`config.mk`:
```
export PLATFORM = sky130hd
export DESIGN_NAME = iq_demod_sched
export DESIGN_NICKNAME = d
export VERILOG_FILES = /design/src/rtl/iq_sched_pkg.sv /design/src/rtl/iq_sample_fifo.sv /design/src/rtl/iq_demod_sched.sv
export SDC_FILE = /design/constraint.sdc
export NUM_CORES = 1
export LEC_CHECK = 0
export ABC_AREA = 1
export CAP_MARGIN = 20
export CORE_ASPECT_RATIO = 0.9
export CORE_MARGIN = 2
export CORE_UTILIZATION = 40
export DETAILED_ROUTE_END_ITERATION = 10
export PLACE_DENSITY_LB_ADDON = 0.15
export SYNTH_ARGS = -nofsm -noshare
export SYNTH_HDL_FRONTEND = slang
export SYNTH_SLANG_ARGS = --single-unit
```
`constraint.sdc`:
```
create_clock -name clk -period 3 [get_ports clk]
set_input_delay 0.3 -clock clk [delete_from_list [all_inputs] [get_ports clk]]
set_output_delay 0.3 -clock clk [all_outputs]
set_load 0.05 [all_outputs]
```
`src/rtl/iq_sched_pkg.sv`:
```
// Shared types and default constants for the iq_demod sample scheduler.
package iq_sched_pkg;

    // Scheduler states: waiting, filling the FIFO, issuing slots, emptying before idle.
    typedef enum logic [1:0] {
        IDLE  = 2'd0,
        PRIME = 2'd1,
        RUN   = 2'd2,
        DRAIN = 2'd3
    } sched_state_t;

    // One I/Q IF sample pair as it travels through the FIFO.
    typedef struct packed {
        logic [3:0] i;
        logic [3:0] q;
    } iq_sample_t;

    localparam int DIV_DEF       = 5;
    localparam int LAT_MAX_DEF   = 16;
    localparam int DEPTH_DEF     = 4;
    localparam int PRIME_LVL_DEF = 2;

    // Builds a sample record from the two ADC nibbles.
    function automatic iq_sample_t pack_sample(input logic [3:0] i_val, input logic [3:0] q_val);
        iq_sample_t s;
        s.i = i_val;
        s.q = q_val;
        return s;
    endfunction

endpackage

```
`src/rtl/iq_sample_fifo.sv`:
```
// Small synchronous FIFO holding I/Q sample pairs; head is visible combinationally
// so the scheduler can register it straight into its output stage on a pop.
module iq_sample_fifo
    import iq_sched_pkg::*;
#(
    parameter int DEPTH = DEPTH_DEF,
    localparam int AW = $clog2(DEPTH)
)(
    input  logic          clk,
    input  logic          srst,
    input  logic          i_push,
    input  logic [7:0]    i_data,
    input  logic          i_pop,
    output logic [7:0]    o_head,
    output logic          o_full,
    output logic          o_empty,
    output logic [AW:0]   o_level
);

    localparam int LW = AW + 1;
    localparam logic [AW:0] FULL_LVL = LW'(DEPTH);

    logic [7:0]    r_mem [DEPTH];
    logic [AW-1:0] r_wr_ptr;
    logic [AW-1:0] r_rd_ptr;
    logic [AW:0]   r_level;
    logic          w_do_push;
    logic          w_do_pop;

    assign o_full    = (r_level == FULL_LVL);
    assign o_empty   = (r_level == '0);
    assign o_level   = r_level;
    assign o_head    = r_mem[r_rd_ptr];
    assign w_do_pop  = i_pop && !o_empty;
    // A push into a full FIFO only lands if a pop frees a slot in the same cycle.
    assign w_do_push = i_push && (!o_full || w_do_pop);

    // Storage write; left without reset so it can map onto plain RAM.
    always_ff @(posedge clk) begin
        if (w_do_push) begin
            r_mem[r_wr_ptr] <= i_data;
        end
    end

    // Pointer and fill-level bookkeeping; pointers wrap naturally since DEPTH is 2^AW.
    always_ff @(posedge clk) begin
        if (srst) begin
            r_wr_ptr <= '0;
            r_rd_ptr <= '0;
            r_level  <= '0;
        end else begin
            if (w_do_push) r_wr_ptr <= r_wr_ptr + 1'b1;
            if (w_do_pop)  r_rd_ptr <= r_rd_ptr + 1'b1;
            case ({w_do_push, w_do_pop})
                2'b10:   r_level <= r_level + 1'b1;
                2'b01:   r_level <= r_level - 1'b1;
                default: r_level <= r_level;
            endcase
        end
    end

endmodule

```
`src/rtl/iq_demod_sched.sv`:
```
// Sample scheduler in front of iq_demod: buffers ADC samples, hands one pair to the
// demodulator per conversion slot, and watches the sample_ready return path.
module iq_demod_sched
    import iq_sched_pkg::*;
#(
    parameter int DIV       = DIV_DEF,
    parameter int DEPTH     = DEPTH_DEF,
    parameter int PRIME_LVL = PRIME_LVL_DEF,
    parameter int LAT_MAX   = LAT_MAX_DEF
)(
    input  logic        clk,
    input  logic        reset,
    input  logic        start,
    input  logic        stop,
    input  logic        in_valid,
    input  logic [3:0]  in_i,
    input  logic [3:0]  in_q,
    output logic        eoc,
    output logic [3:0]  I_IF,
    output logic [3:0]  Q_IF,
    input  logic        sample_ready,
    output logic        busy,
    output logic        err_underrun,
    output logic        err_overrun,
    output logic        err_timeout,
    output logic [15:0] eoc_count
);

    localparam int AW = $clog2(DEPTH);
    localparam int LW = AW + 1;
    localparam int OW = AW + 2;
    localparam logic [7:0]    DIV_LAST    = 8'(DIV - 1);
    localparam logic [7:0]    LAT_MAX_W   = 8'(LAT_MAX);
    localparam logic [AW:0]   PRIME_LVL_W = LW'(PRIME_LVL);

    sched_state_t r_state;
    sched_state_t w_state_next;

    logic [7:0]    r_div;
    logic          r_eoc;
    logic [3:0]    r_i;
    logic [3:0]    r_q;
    logic [15:0]   r_eoc_count;
    logic          r_err_under;
    logic          r_err_over;
    logic          r_err_to;
    logic [OW-1:0] r_outstanding;
    logic [7:0]    r_age;

    iq_sample_t    w_in_sample;
    iq_sample_t    w_head;
    logic          w_full;
    logic          w_empty;
    logic [AW:0]   w_level;
    logic          w_slot_active;
    logic          w_slot_end;
    logic          w_pop;
    logic          w_overrun;
    logic          w_underrun;
    logic          w_start_ok;
    logic          w_inc;
    logic          w_dec;
    logic [OW-1:0] w_out_sum;
    logic          w_reload;
    logic          w_timeout;

    assign w_in_sample   = pack_sample(in_i, in_q);
    assign w_slot_active = (r_state == RUN) || (r_state == DRAIN);
    assign w_slot_end    = w_slot_active && (r_div == DIV_LAST);
    assign w_pop         = w_slot_end && !w_empty;
    assign w_overrun     = in_valid && w_full && !w_pop;
    assign w_underrun    = w_slot_end && w_empty && (r_state == RUN);
    assign w_start_ok    = (r_state == IDLE) && start && !stop;

    iq_sample_fifo #(
        .DEPTH (DEPTH)
    ) u_fifo (
        .clk     (clk),
        .srst    (reset),
        .i_push  (in_valid),
        .i_data  (w_in_sample),
        .i_pop   (w_pop),
        .o_head  (w_head),
        .o_full  (w_full),
        .o_empty (w_empty),
        .o_level (w_level)
    );

    // State register.
    always_ff @(posedge clk) begin
        if (reset) r_state <= IDLE;
        else       r_state <= w_state_next;
    end

    // Next-state logic; stop always takes precedence over start.
    always_comb begin
        w_state_next = r_state;
        case (r_state)
            IDLE:  if (start && !stop) w_state_next = PRIME;
            PRIME: begin
                if (stop)                        w_state_next = IDLE;
                else if (w_level >= PRIME_LVL_W) w_state_next = RUN;
            end
            RUN:   if (stop) w_state_next = DRAIN;
            DRAIN: if (w_slot_end && w_empty && (r_outstanding == '0)) w_state_next = IDLE;
            default: w_state_next = IDLE;
        endcase
    end

    // Slot divider: free-runs 0..DIV-1 while slots are active, parked at 0 otherwise.
    always_ff @(posedge clk) begin
        if (reset) begin
            r_div <= '0;
        end else if (w_slot_active && (w_state_next != IDLE)) begin
            r_div <= (r_div == DIV_LAST) ? 8'd0 : r_div + 8'd1;
        end else begin
            r_div <= '0;
        end
    end

    // Output stage: eoc and the sample move together, sample forced to zero off-slot.
    always_ff @(posedge clk) begin
        if (reset) begin
            r_eoc       <= 1'b0;
            r_i         <= '0;
            r_q         <= '0;
            r_eoc_count <= '0;
        end else begin
            r_eoc <= w_pop;
            r_i   <= w_pop ? w_head.i : 4'd0;
            r_q   <= w_pop ? w_head.q : 4'd0;
            if (w_pop) r_eoc_count <= r_eoc_count + 16'd1;
        end
    end

    // Latency tracker arithmetic: net outstanding change, timer reload and expiry.
    always_comb begin
        w_inc     = r_eoc;
        w_dec     = sample_ready && (r_outstanding != '0);
        w_out_sum = r_outstanding;
        if (w_inc && !w_dec && (r_outstanding != '1)) w_out_sum = r_outstanding + 1'b1;
        else if (!w_inc && w_dec)                     w_out_sum = r_outstanding - 1'b1;
        w_reload  = (w_inc && (r_outstanding == '0)) || (w_dec && (w_out_sum != '0));
        // r_age counts clocks since the last reload; reaching LAT_MAX here means the
        // age would exceed LAT_MAX at the coming edge with work still outstanding.
        w_timeout = (w_out_sum != '0) && !w_reload && (r_age >= LAT_MAX_W);
    end

    // Latency tracker state; a timeout abandons every outstanding request.
    always_ff @(posedge clk) begin
        if (reset) begin
            r_outstanding <= '0;
            r_age         <= '0;
        end else if (w_timeout) begin
            r_outstanding <= '0;
            r_age         <= '0;
        end else begin
            r_outstanding <= w_out_sum;
            if (w_reload)                                r_age <= 8'd1;
            else if ((w_out_sum != '0) && (r_age != '1)) r_age <= r_age + 8'd1;
        end
    end

    // Sticky error flags; a new error in the same cycle as an accepted start still sticks.
    always_ff @(posedge clk) begin
        if (reset) begin
            r_err_under <= 1'b0;
            r_err_over  <= 1'b0;
            r_err_to    <= 1'b0;
        end else begin
            if (w_start_ok) begin
                r_err_under <= 1'b0;
                r_err_over  <= 1'b0;
                r_err_to    <= 1'b0;
            end
            if (w_underrun) r_err_under <= 1'b1;
            if (w_overrun)  r_err_over  <= 1'b1;
            if (w_timeout)  r_err_to    <= 1'b1;
        end
    end

    assign eoc          = r_eoc;
    assign I_IF         = r_i;
    assign Q_IF         = r_q;
    assign busy         = (r_state != IDLE);
    assign err_underrun = r_err_under;
    assign err_overrun  = r_err_over;
    assign err_timeout  = r_err_to;
    assign eoc_count    = r_eoc_count;

endmodule

```
==> run_results.csv <==
group,metric,value,unit
sta,tns,0,ns
global_routing,antenna_found_initial,0,
sta,rsz0062_at_grt,"false",
die,initial_core_util,41.0,%
synth,synth_cells,496,
sta,hold_viol,0,
sta,period_needed,2.49,ns
synth,synth-edff-count,32,
sta,fmax,0.402,GHz
detailed_routing,drt_iter0_drc,191,
die,die_h,101,um
finish,nets,572,
synth,synth_seq_area_share,50.3,%
global_routing,track_usage,15.8,%
placed_design,pre_cts_slack,0.517,ns
critical_path,critPathKind,"reg2reg",
placed_design,numPortBuffers,42,
critical_path,arrival,2.71,ns
critical_path,cp_cell_sequence,"inv_1 -> ha_1 -> nand3_1 -> nor4_4 -> nand3_2 -> inv_2 -> ha_1 -> inv_1 -> fa_1 -> a21oi_1 -> o21ai_0 -> o21ai_0 -> a21oi_1",
detailed_routing,routedWlPerCell,12.3,um
clocking,ctsHoldBuffers,0,
critical_path,slowest_stage,"fa_1",
finish,num_antenna_cells,0,
die,num_rows,35,
synth,yosys_warnings,0,
synth,synth_area,0.00418,sq mm
placed_design,routabilityCongestion,0.807,
critical_path,cp.required,3.22,ns
critical_path,endpoint_kind,"flip-flop",
global_routing,first_global_vias,3107,
global_routing,grt_pass1_wl,14300,um
clocking,clk_latency,0.34,ns
sta,setup_slack,0.512,ns
critical_path,cp-start-kind,"flip-flop",
die,die_w,112,um
finish,nFillCells,962,
clocking,post_cts_buffers,0,
sta,finalSetupViolations,0,
clocking,cts_buffer_depth,2,
finish,syn_to_final_growth,21.1,%
global_routing,overflow,0,
synth,avgSynthCellArea,8.43,sq um
clocking,cts_buffers,9,
pwr,power_density,657,mW/mm^2
critical_path,reg2reg_to,"u_fifo.o_level[2]$_SDFFE_PP0P_",
critical_path,r2r-start,"r_div[0]$_SDFF_PP0_",
critical_path,crit_end,"u_fifo.o_level[2]$_SDFFE_PP0P_",
die,die-area,0.0113,sq mm
die,core_area,0.0102,sq mm
critical_path,reg2reg_slack,0.51,ns
synth,ys.flop_type,"dfxtp_1",
synth,async_reset_ff_share,0,%
critical_path,r2r_cells,13,
sta,relSlewSlack,53.5,%
job,cap_violations,0,
detailed_routing,drcViolationCount,0,
placed_design,dp_hpwl,5800,um
clocking,cts_tree,"done",
detailed_routing,via_per_inst,4.80,
sta,worstMarginPinSlew,0.691,ns
clocking,cts-root-buf,"clkbuf_16",
clocking,cts-resized-gates,0,
pwr,power_leakage,0.00186,uW
synth,ys_seq_elements,89,
detailed_routing,num_vias,3258,
critical_path,crit_fanout,13,
detailed_routing,firstDrtPassIters,4,
finish,drive_gt1_share,10.5,%
clocking,cts_max_level,3,
die,ios,43,
clocking,clock-sinks,89,
critical_path,crit_path_max_incr_delay,0.38,ns
sta,slew_viol_final,0,
worst_hold_path,min_path_type,"reg2reg",
global_routing,grt_max_degree,19,
synth,synth_fp_nets,523,
detailed_routing,detail-route-antenna-nets,0,
status,status,"finished clean",
sta,fin_skew,0.00690,ns
sta,period_share,82.9,%
critical_path,crit_path_start,"r_div[0]$_SDFF_PP0_",
synth,synthDistinctLibCells,34,
clocking,clk_pin_slew,0.07,ns
detailed_routing,wl,8380,um
pwr,max-vdd-ir-drop,0.469,mV
metrics by stage:
step                power [uW]  hold WS (ns)  utilization, %  instance area [sq um]  cells
floorplan                 2110         0.399               -                   4180    496
global placement          2220         0.428            46.7                   4760    663
detailed placement        2230         0.435            46.7                   4760    663
global route              3530         0.486            49.6                   5060    679
CTS                       3380         0.450            49.6                   5060    679
finish                    3330         0.448            49.6                   5060    679
critical path, delay by kind of cell (launching register included):
family                     cells  cell delay (ns)
AOI/OAI and AO/OA              4             0.45
buffers and inverters          3             0.37
adders and majority gates      3             0.72
and+or+nand+nor                3             0.51
DFF                            1             0.32
worst min-delay path by stage:
| stage | startpoint | end | depth (start not counted) |
|---|---|---|---|
| 2_1_floorplan | in_q[0] | u_fifo.r_mem[0][0]$_DFFE_PP_ | 0 |
| 3_3_place_gp | r_div[0]$_SDFF_PP0_ | r_div[0]$_SDFF_PP0_ | 1 |
| 3_5_place_dp | r_div[0]$_SDFF_PP0_ | r_div[0]$_SDFF_PP0_ | 1 |
| 4_1_cts | r_div[0]$_SDFF_PP0_ | r_div[0]$_SDFF_PP0_ | 1 |
| 5_1_grt | r_div[0]$_SDFF_PP0_ | r_div[0]$_SDFF_PP0_ | 1 |
| 6_report | r_div[0]$_SDFF_PP0_ | r_div[0]$_SDFF_PP0_ | 1 |
flip-flops by register name, summed over array words and instances (netlist names):
name,count
r_outstanding,4
u_fifo.r_rd_ptr,2
r_div,8
Q_IF,4
err_timeout,1
r_state,2
eoc,1
u_fifo.o_level,3
u_fifo.r_wr_ptr,2
u_fifo.r_mem,32
r_age,8
I_IF,4
eoc_count,16
err_overrun,1
err_underrun,1
report_power, final:
part | internal, uW | switching [uW]
Combinational | 261 | 561
Clock | 658 | 477
Sequential | 1320 | 56.5
layout by cell type (no fill, tap or decap), types with 3 or more instances in the layout:
master | netlist | layout
dfxtp_1 | 57 | 57
nand4_1 | 8 | 8
a21oi_1 | 35 | 35
buf_4 | 0 | 6
inv_6 | 0 | 4
nand2_2 | 9 | 9
nor4_1 | 3 | 3
inv_1 | 57 | 57
xnor2_1 | 6 | 6
clkdlybuf4s50_1 | 0 | 42
nor3_1 | 12 | 12
nand3_2 | 3 | 3
nand2_4 | 5 | 5
nor2_1 | 70 | 70
inv_2 | 5 | 5
edfxtp_1 | 32 | 32
o21ai_0 | 30 | 30
xor2_1 | 8 | 8
nor2_2 | 10 | 10
ha_1 | 12 | 12
clkbuf_16 | 0 | 9
nand3_1 | 29 | 29
nor3b_1 | 4 | 4
nand2_1 | 78 | 78
a31oi_1 | 4 | 4
layer usage:
layer / up-vias / share of wire (%) / track usage, %
met5: - / 0 / 0
met2: 58 / 45 / 25.5
met3: 6 / 3.9 / 3.67
met4: 0 / 1.2 / 6.46
met1: 1469 / 50 / 20.6
li1: 1725 / - / -
final cells by class:
cell class              instances  area (sq um)  area share (%)
flip-flops and latches         89          2100            41.5
multi-input cells             334          1800            35.5
repair buffers                 48           465            9.19
inverters                      63           236            4.67
clock buffers                  10           229            4.52
well taps                     129           161            3.19
clock inverters                 6          72.6            1.43
synth_stat cells, types with 9 or more instances:
cell / instances / area [sq um]
edfxtp_1: 32 / 961
nand2_2: 9 / 56.3
o21ai_0: 30 / 150
inv_1: 57 / 214
nor2_1: 70 / 263
nor3_1: 12 / 60.1
nand3_1: 29 / 145
nor2_2: 10 / 62.6
nand2_1: 78 / 293
dfxtp_1: 57 / 1140
ha_1: 12 / 150
a21oi_1: 35 / 175
logic make-up after synthesis:
logic type                 share of synthesized area (%)
AOI/OAI and AO/OA                                   8.88
xor gates and xnor gates                            2.93
adders and majority gates                           4.07
buffers and inverters                               6.76
DFF                                                 50.3
and+or+nand+nor                                     27.1
Note: power is estimated with default switching activity, not from simulation.
